File: src/rtl/coin_input_conditioner.sv
// Coin input conditioner: synchronizes and debounces three raw coin/button lines, then issues clean one-hot pulses.
// Latency: a clean press pulses its output DEBOUNCE_CYCLES+2 edges after the raw line is first sampled high.
// Backpressure: none; one event per channel is queued, and a further press on a pending channel is dropped and flagged.
module coin_input_conditioner #(
   parameter int DEBOUNCE_CYCLES = 4,
   parameter int GAP             = 1
) (
   input  logic clk,
   input  logic rst,
   input  logic a_raw,
   input  logic b_raw,
   input  logic c_raw,
   output logic A,
   output logic B,
   output logic C,
   output logic busy,
   output logic dropped
);

   localparam int CW = $clog2(DEBOUNCE_CYCLES + 1);

   typedef enum logic [1:0] {
      S_IDLE  = 2'd0,
      S_PULSE = 2'd1,
      S_GAP   = 2'd2
   } state_t;

   // Bit 0 = A, bit 1 = B, bit 2 = C throughout.
   logic [2:0]    raw;
   logic [2:0]    sync1_q;
   logic [2:0]    sync_q;
   logic [2:0]    lvl_q, lvl_d;
   logic [CW-1:0] cnt_q [3];
   logic [CW-1:0] cnt_d [3];
   logic [2:0]    rise;
   logic [2:0]    pend_q, pend_d;
   logic [2:0]    clr;
   logic [2:0]    out_q, out_d;
   logic [3:0]    gap_q, gap_d;
   state_t        state_q, state_d;
   logic          busy_q;
   logic          drop_q, drop_d;

   assign raw = {c_raw, b_raw, a_raw};

   // Two-flop synchronizer per channel. The reset input is expected to be
   // deasserted synchronously to clk by the surrounding logic.
   always_ff @(posedge clk or negedge rst) begin
      if (!rst) begin
         sync1_q <= '0;
         sync_q  <= '0;
      end else begin
         sync1_q <= raw;
         sync_q  <= sync1_q;
      end
   end

   // Debounce: the level flips on the DEBOUNCE_CYCLES-th consecutive differing sample; only 0->1 flips raise an event.
   always_comb begin
      lvl_d = lvl_q;
      rise  = '0;
      for (int i = 0; i < 3; i++) begin
         cnt_d[i] = '0;
         if (sync_q[i] != lvl_q[i]) begin
            if (cnt_q[i] == CW'(DEBOUNCE_CYCLES - 1)) begin
               lvl_d[i] = ~lvl_q[i];
               rise[i]  = ~lvl_q[i];
            end else begin
               cnt_d[i] = cnt_q[i] + 1'b1;
            end
         end
      end
   end

   // Debounce state registers.
   always_ff @(posedge clk or negedge rst) begin
      if (!rst) begin
         lvl_q <= '0;
         for (int i = 0; i < 3; i++) cnt_q[i] <= '0;
      end else begin
         lvl_q <= lvl_d;
         for (int i = 0; i < 3; i++) cnt_q[i] <= cnt_d[i];
      end
   end

   // Pending bits: a new event wins over a same-edge issue clear; an event on an already-pending channel is lost.
   always_comb begin
      pend_d = (pend_q & ~clr) | rise;
      drop_d = |(rise & pend_q & ~clr);
   end

   // Issue FSM: pick one pending event (A > B > C), pulse it for one cycle, then hold off for GAP idle cycles.
   always_comb begin
      state_d = state_q;
      out_d   = '0;
      clr     = '0;
      gap_d   = gap_q;
      case (state_q)
         S_IDLE: begin
            if (|pend_q) begin
               state_d = S_PULSE;
               if (pend_q[0]) begin
                  out_d = 3'b001;
                  clr   = 3'b001;
               end else if (pend_q[1]) begin
                  out_d = 3'b010;
                  clr   = 3'b010;
               end else begin
                  out_d = 3'b100;
                  clr   = 3'b100;
               end
            end
         end
         S_PULSE: begin
            if (GAP == 0) begin
               state_d = S_IDLE;
            end else begin
               gap_d   = 4'(GAP);
               state_d = S_GAP;
            end
         end
         S_GAP: begin
            if (gap_q <= 4'd1) begin
               state_d = S_IDLE;
            end else begin
               gap_d = gap_q - 4'd1;
            end
         end
         default: state_d = S_IDLE;
      endcase
   end

   // FSM, pending, output and status registers; busy is a registered decode of the pending/FSM state.
   always_ff @(posedge clk or negedge rst) begin
      if (!rst) begin
         state_q <= S_IDLE;
         gap_q   <= '0;
         out_q   <= '0;
         pend_q  <= '0;
         drop_q  <= 1'b0;
         busy_q  <= 1'b0;
      end else begin
         state_q <= state_d;
         gap_q   <= gap_d;
         out_q   <= out_d;
         pend_q  <= pend_d;
         drop_q  <= drop_d;
         busy_q  <= (|pend_q) | (state_q != S_IDLE);
      end
   end

   assign A       = out_q[0];
   assign B       = out_q[1];
   assign C       = out_q[2];
   assign busy    = busy_q;
   assign dropped = drop_q;

endmodule

File: config.mk
export PLATFORM = sky130hd
export DESIGN_NAME = coin_input_conditioner
export DESIGN_NICKNAME = d
export VERILOG_FILES = /design/src/rtl/coin_input_conditioner.sv
export SDC_FILE = /design/constraint.sdc
export NUM_CORES = 1
export LEC_CHECK = 0
export ABC_AREA = 1
export CORE_AREA = 2 2 61 63
export DETAILED_ROUTE_END_ITERATION = 6
export DIE_AREA = 0 0 63 65
export HOLD_SLACK_MARGIN = 0.02
export PLACE_DENSITY = 0.61
export SLEW_MARGIN = 25
export SYNTH_ARGS = -nofsm -noshare
export SYNTH_HDL_FRONTEND = slang
export SYNTH_SLANG_ARGS = --single-unit
File: constraint.sdc
create_clock -name clk -period 1.1 [get_ports clk]
set_input_delay 0.11 -clock clk [delete_from_list [all_inputs] [get_ports clk]]
set_output_delay 0.11 -clock clk [all_outputs]
set_load 0.005 [all_outputs]
==> results of run 1 <==
-- worst max path at each step --
| stage | start | endpoint | slack [ps] | cells past startpoint |
|---|---|---|---|---|
| final | gap_q[1]$_DFFE_PN0P_ | gap_q[0]$_DFFE_PN0P_ | -60 | 9 |
| after global routing | gap_q[0]$_DFFE_PN0P_ | gap_q[3]$_DFFE_PN0P_ | -140 | 6 |
| after CTS | gap_q[0]$_DFFE_PN0P_ | gap_q[3]$_DFFE_PN0P_ | -50 | 6 |
| after detailed placement | gap_q[1]$_DFFE_PN0P_ | gap_q[0]$_DFFE_PN0P_ | -50 | 9 |
| after global placement | gap_q[1]$_DFFE_PN0P_ | gap_q[0]$_DFFE_PN0P_ | -0.2 | 9 |
| after floorplan | gap_q[0]$_DFFE_PN0P_ | gap_q[0]$_DFFE_PN0P_ | 7 | 9 |
-- critical path, delay by kind of cell, from the launching register on --
kind	cells	cell delay [ps]
and+or+nand+nor	6	380
DFF	1	410
adders and majority gates	1	150
buffers and inverters	2	130
-- power by group through the flow --
| stage | logic (W) | registers [W] | clock network, W |
|---|---|---|---|
| CTS | 0.00135 | 0.00171 | 0.000708 |
| global route | 0.00174 | 0.00175 | 0.000773 |
| detailed placement | 0.00134 | 0.00173 | 0 |
| finish | 0.00152 | 0.00170 | 0.000670 |
| global placement | 0.00130 | 0.00171 | 0 |
| floorplan | 0.000989 | 0.00169 | 0 |
-- kinds of logic (layout without fill, tap and decap cells) --
group	after synthesis	after routing	share of synthesized area (%)
AND/OR/NAND/NOR	58	58	20.9
flip-flops	32	32	61.6
buffers and inverters	22	44	6.35
AO/OA/AOI/OAI	8	8	3.66
adder cells (fa/ha/maj)	5	5	4.81
XOR/XNOR	4	4	2.70
-- cell type report --
class	count	area (um2)	area share (%)
multi-input cells	75	467	29.0
inverters	22	82.6	5.14
well taps	48	60.1	3.74
repair buffers	14	139	8.64
clock buffers	8	58.8	3.66
flip-flops and latches	32	801	49.8
-- repair_timing --
item	CTS	global route
setup buffers	1	1
setup endpoints to repair	9	17
resized for setup	7	15
pin swaps	3	6
-- synth_stat cells (all sizes together) --
cell type	instances
nand3	10
nor3	7
xnor2	3
ha	5
o22ai	1
nand2	28
o21bai	1
or2	2
xor2	1
nor2	11
dfrtp	32
a21oi	3
inv	22
o21ai	3
-- flip-flops by register name (all words and copies together) (netlist names) --
| name | count |
|---|---|
| busy | 1 |
| state_q | 2 |
| sync1_q | 3 |
| pend_q | 3 |
| sync_q | 3 |
| out_q | 3 |
| lvl_q | 3 |
| dropped | 1 |
| cnt_q | 9 |
| gap_q | 4 |
-- metrics by stage --
stage          hold WS [ps]  setup slack (ps)  std cells  setup TNS, ps
2_1_floorplan          -186              6.71        129              0
3_3_place_gp            333            -0.169        189         -0.169
3_5_place_dp            335             -50.7        189           -133
4_1_cts                 150             -49.3        198           -176
5_1_grt                 154              -141        199           -592
6_report                154             -64.7        199           -197
-- layout by cell type, fill, tap and decap left out --
cell type         n
clkdlybuf4s15_1   4
ha_4              1
nand2_2           5
a21oi_1           2
inv_2             7
dlygate4sd2_1     1
nor2_1            8
nor3_1            7
xor2_1            1
ha_1              4
nand3_1           9
nand3_2           1
inv_1            15
dfrtp_1          32
clkdlybuf4s50_1   4
xnor2_1           3
clkbuf_4          5
a21oi_4           1
nand2_1          19
buf_4             4
clkbuf_1          2
or2_4             1
o21ai_0           2
nand2_4           4
o22ai_1           1
or2_1             1
nor2_2            3
buf_12            1
clkbuf_8          1
o21ai_1           1
o21bai_1          1
-- routing by layer --
layer / part of all wire [%] / up-vias
met5: 0 / -
met4: 1.8 / 0
met3: 3.3 / 4
met2: 50 / 14
met1: 45 / 414
li1: - / 444
==> flow_metrics.env, run 1 <==
export IMPL_crit_path_start_kind="flip-flop"
export IMPL_max_stage_delay_ps=410
export IMPL_cp_end_kind="flip-flop"
export IMPL_dp_hpwl_um=1390
export IMPL_fmaxAchievable_ghz=0.859
export IMPL_fin_crit_sh_pct=106
export IMPL_design_area_mm2=0.00161
export IMPL_synth_seq_area_share_pct=61.6
export IMPL_dieArea_mm2=0.00410
export IMPL_netSwitchingFraction_pct=36.6
export IMPL_rsz0062_at_grt="yes"
export IMPL_clk_pin_slew_ps=90
export IMPL_routedWlPerCell_um=9.84
export IMPL_cts_buffer_depth=2
export IMPL_grt_start_max_net_pins=33
export IMPL_htree_levels=2
export IMPL_first_pass_iters=4
export IMPL_busiest_layer="met2"
export IMPL_slowest_stage="dfrtp_1"
export IMPL_tightest_slew_ps=270
export IMPL_power_switching_w=0.00143
export IMPL_portBuffers=9
export IMPL_grt_util_met2_pct=18.8
export IMPL_final_hold_violation_count=0
export IMPL_place_congestion=0.822
export IMPL_core_mm2=0.00350
export IMPL_grt_pass1_wl_um=3680
export IMPL_die_w_um=63
export IMPL_worstPathArrival_ps=1390
export IMPL_synth_distinct_cells=20
export IMPL_cts_root_buf="clkbuf_4"
export IMPL_synth_cells=129
export IMPL_avgViaCountPerCell=4.40
export IMPL_insertion_delay_ps=320
export IMPL_n_fill_cell=344
export IMPL_start_util_pct=37.2
export IMPL_reg2reg_slack_ps=-60
export IMPL_antenna_found_initial=0
export IMPL_outcome="finished, violations left"
export IMPL_cts_sinks=32
export IMPL_setup_slack_ps=-64.7
export IMPL_grtUsageMet1_pct=14.2
export IMPL_crit_required_ps=1320
export IMPL_ir_worst_vdd_uv=969
export IMPL_fin_skew_ps=7.93
export IMPL_yosys_warnings=0
export IMPL_clkPwrFrac_pct=17.2
export IMPL_synth_top_area_share_pct=61.6
export IMPL_hold_path_class="input pin to async pin"
export IMPL_grt_pass1_vias=874
export IMPL_synth_fp_nets=139
export IMPL_cts_buffers=5
export IMPL_placed_area_mm2=0.00150
export IMPL_rr_endpoint="gap_q[0]$_DFFE_PN0P_"
export IMPL_cts_tree="built"
export IMPL_synth_avg_cell_area_um2=10.1
export IMPL_power_w=0.00390
export IMPL_crit_type="flip-flop to flip-flop"
export IMPL_finalCriticalPeriod_ps=1160
export IMPL_p_per_area_mw_per_mm2=2420
export IMPL_synth_area_mm2=0.00130
export IMPL_grt_overflow_total=0
export IMPL_reg2reg_depth=9
export IMPL_postRouteAntennaNets=0
export IMPL_leakage_nw=0.812
export IMPL_diodes=0
export IMPL_yosys_area_top_type="dfrtp_1"
export IMPL_drive_gt1_share_pct=22.5
export IMPL_ys_ff_latch=32
export IMPL_drv_cap=0
export IMPL_use_met3_pct=4.17
export IMPL_routed_wl_um=1960
export IMPL_die_h_um=65
export IMPL_cts_hold_buf=0
export IMPL_layout_nets=160
export IMPL_combPwrFrac_pct=39.0
export IMPL_fin_util_pct=46.0
export IMPL_vias=876
export IMPL_first_iter_violations=27
export IMPL_power_frac_seq_pct=43.8
export IMPL_drc=0
export IMPL_violations="setup timing"
export IMPL_setup_violations=4
export IMPL_synth_area_leaders="dfrtp_1, nand2_1, inv_1"
export IMPL_ios=10
export IMPL_rows=22
export IMPL_report_final_slew_viol_count=0
export IMPL_r2r_start="gap_q[1]$_DFFE_PN0P_"
export IMPL_grt_use_total_pct=12.0
export IMPL_timing_slew_headroom_pct=81.9
export IMPL_area_growth_pct=23.7
export IMPL_crit_top_cell="nand2_4"
export IMPL_worstPathMaxFanout=5
export IMPL_crit_chain="inv_2 > ha_1 > inv_2 > nand2_4 > nand2_4 > nand2_4 > nand2_4 > nand2_2 > nand2_2"
export IMPL_p_int_w=0.00247
(Power assumes the default switching activity.)
==> run 2: changes to the inputs <==
--- a/config.mk
+++ b/config.mk
@@ -7,6 +7,7 @@
 export LEC_CHECK = 0
 export ABC_AREA = 1
 export CORE_AREA = 2 2 61 63
+export CTS_CLUSTER_SIZE = 8
 export DETAILED_ROUTE_END_ITERATION = 6
 export DIE_AREA = 0 0 63 65
 export HOLD_SLACK_MARGIN = 0.02
==> results of run 2 <==
No change in the layout: final DEF, timing and power equal those of run 1.
==> run 3: changes to the inputs <==
--- a/config.mk
+++ b/config.mk
@@ -10,8 +10,9 @@
 export CTS_CLUSTER_SIZE = 8
 export DETAILED_ROUTE_END_ITERATION = 6
 export DIE_AREA = 0 0 63 65
-export HOLD_SLACK_MARGIN = 0.02
+export HOLD_SLACK_MARGIN = 0.1
 export PLACE_DENSITY = 0.61
+export REMOVE_ABC_BUFFERS = 1
 export SLEW_MARGIN = 25
 export SYNTH_ARGS = -nofsm -noshare
 export SYNTH_HDL_FRONTEND = slang
==> flow_metrics.env, run 3 (same netlist as run 1, synthesis figures left out) <==
export IMPL_cts_tree="built"
export IMPL_start_util_pct=37.2
export IMPL_portBuffers=9
export IMPL_dp_cells=191
export IMPL_hold_path_class="input pin to async pin"
export IMPL_grt_start_max_net_pins=33
export IMPL_setup_slack_ps=-29.9
export IMPL_layout_nets=163
export IMPL_cp_end_kind="flip-flop"
export IMPL_reg2reg_depth=9
export IMPL_cts_sinks=32
export IMPL_finalCriticalPeriod_ps=1130
export IMPL_vias=881
export IMPL_p_per_area_mw_per_mm2=2540
export IMPL_setup_violations=4
export IMPL_rsz0062_at_grt="yes"
export IMPL_violations="setup timing"
export IMPL_timing_slew_headroom_pct=82.6
export IMPL_grt_overflow_total=0
export IMPL_die_w_um=63
export IMPL_area_growth_pct=28.7
export IMPL_htree_levels=2
export IMPL_n_fill_cell=332
export IMPL_core_mm2=0.00350
export IMPL_cts_root_buf="clkbuf_4"
export IMPL_leakage_nw=0.843
export IMPL_place_congestion=0.746
export IMPL_routed_wl_um=1950
export IMPL_insertion_delay_ps=330
export IMPL_postRouteAntennaNets=0
export IMPL_design_area_mm2=0.00167
export IMPL_grt_pass1_wl_um=3560
export IMPL_crit_path_start_kind="flip-flop"
export IMPL_pre_cts_ws_ps=-90.9
export IMPL_cts_buffers=5
export IMPL_clk_pin_slew_ps=90
export IMPL_dieArea_mm2=0.00410
export IMPL_routedWlPerCell_um=9.64
export IMPL_dp_hpwl_um=1430
export IMPL_worstPathMaxFanout=5
export IMPL_fin_skew_ps=5.01
export IMPL_largest_reg_flops=9
export IMPL_reg_top3="cnt_q (9), gap_q (4)"
export IMPL_drive_gt1_share_pct=25.3
export IMPL_fin_crit_sh_pct=103
export IMPL_tightest_slew_ps=259
export IMPL_ir_worst_vdd_uv=959
export IMPL_final_cell_mix="dfrtp_1, nand2_1, inv_1"
export IMPL_avgViaCountPerCell=4.36
export IMPL_max_flop_register="cnt_q"
export IMPL_fin_cells=202
export IMPL_ios=10
export IMPL_drc=0
export IMPL_report_final_slew_viol_count=0
export IMPL_crit_chain="inv_2 > ha_2 > inv_2 > nand2_4 > nand2_4 > nand2_4 > nand2_4 > nand2_2 > nand2_1"
export IMPL_crit_type="flip-flop to flip-flop"
export IMPL_drv_cap=0
export IMPL_worstPathArrival_ps=1360
export IMPL_layout_commonest_cell="dfrtp_1"
export IMPL_placed_area_mm2=0.00150
export IMPL_first_pass_iters=4
export IMPL_crit_top_cell="nand2_4"
export IMPL_multi_input_area_um2=472
export IMPL_die_h_um=65
export IMPL_diodes=0
export IMPL_first_iter_violations=29
export IMPL_rows=22
export IMPL_max_stage_delay_ps=400
export IMPL_antenna_found_initial=0
export IMPL_crit_required_ps=1330
export IMPL_grt_use_total_pct=11.7
export IMPL_crit_family="flip-flops"
export IMPL_slowest_stage="dfrtp_1"
export IMPL_regArea_um2=801
export IMPL_critical_path_cell_count=9
export IMPL_grt_pass1_vias=835
export IMPL_outcome="finished, violations left"
export IMPL_cp_buffers_inverters=2
export IMPL_final_hold_violation_count=0
export IMPL_whs_ps=132
export IMPL_fmaxAchievable_ghz=0.885
export IMPL_cts_buffer_depth=2
[run 3: per-stage QoR]
step	util (%)	setup TNS, ps	power, W
floorplan	-	-131	0.00264
global placement	42.9	-41.5	0.00300
detailed placement	42.9	-297	0.00307
CTS	46.4	-172	0.00417
global route	47.9	-366	0.00465
finish	47.9	-60.7	0.00425
[run 3: cell type report]
type | count | area share [%]
Clock buffer | 7 | 3.89
Multi-Input combinational cell | 75 | 28.2
Inverter | 22 | 4.94
Timing Repair Buffer | 17 | 9.72
Clock inverter | 1 | 1.80
Tap cell | 48 | 3.59
Sequential cell | 32 | 47.9
[run 3: power breakdown]
group	internal, W	leakage (nW)	total [W]	switching, W
logic	0.000705	0.379	0.00156	0.000854
clock network	0.000603	0.0515	0.000981	0.000378
registers	0.00150	0.413	0.00171	0.000215
total	0.00280	0.843	0.00425	0.00145
[run 3: path summary, 6_finish.rpt]
kind / from / slack, ps / endpoint
worst max-delay path: gap_q[1]$_DFFE_PN0P_ / -30 / gap_q[0]$_DFFE_PN0P_
worst min-delay path: rst / 130 / lvl_q[0]$_DFFE_PN0P_
worst max register to register: gap_q[1]$_DFFE_PN0P_ / -30 / gap_q[0]$_DFFE_PN0P_
worst min register to register: sync1_q[0]$_DFF_PN0_ / 360 / sync_q[0]$_DFF_PN0_
max in group asynchronous: rst / 800 / gap_q[2]$_DFFE_PN0P_
min in group clk: b_raw / 210 / sync1_q[1]$_DFF_PN0_
[run 3: per-layer routing]
| metal | share of wire (%) | track usage [%] | wire length [um] | up-vias |
|---|---|---|---|---|
| met5 | 0 | 0 | 0 | - |
| met4 | 2.2 | 5.83 | 43 | 0 |
| met3 | 4.8 | 5.90 | 93 | 6 |
| met2 | 47 | 18.5 | 923 | 11 |
| met1 | 46 | 13.0 | 887 | 416 |
| li1 | - | - | - | 448 |
[run 3: repair_timing]
action,4_1_cts,5_1_grt
pin swaps,4,6
setup endpoints to repair,11,17
resized for setup,15,12
buffers inserted,0,3
hold buffers,0,0
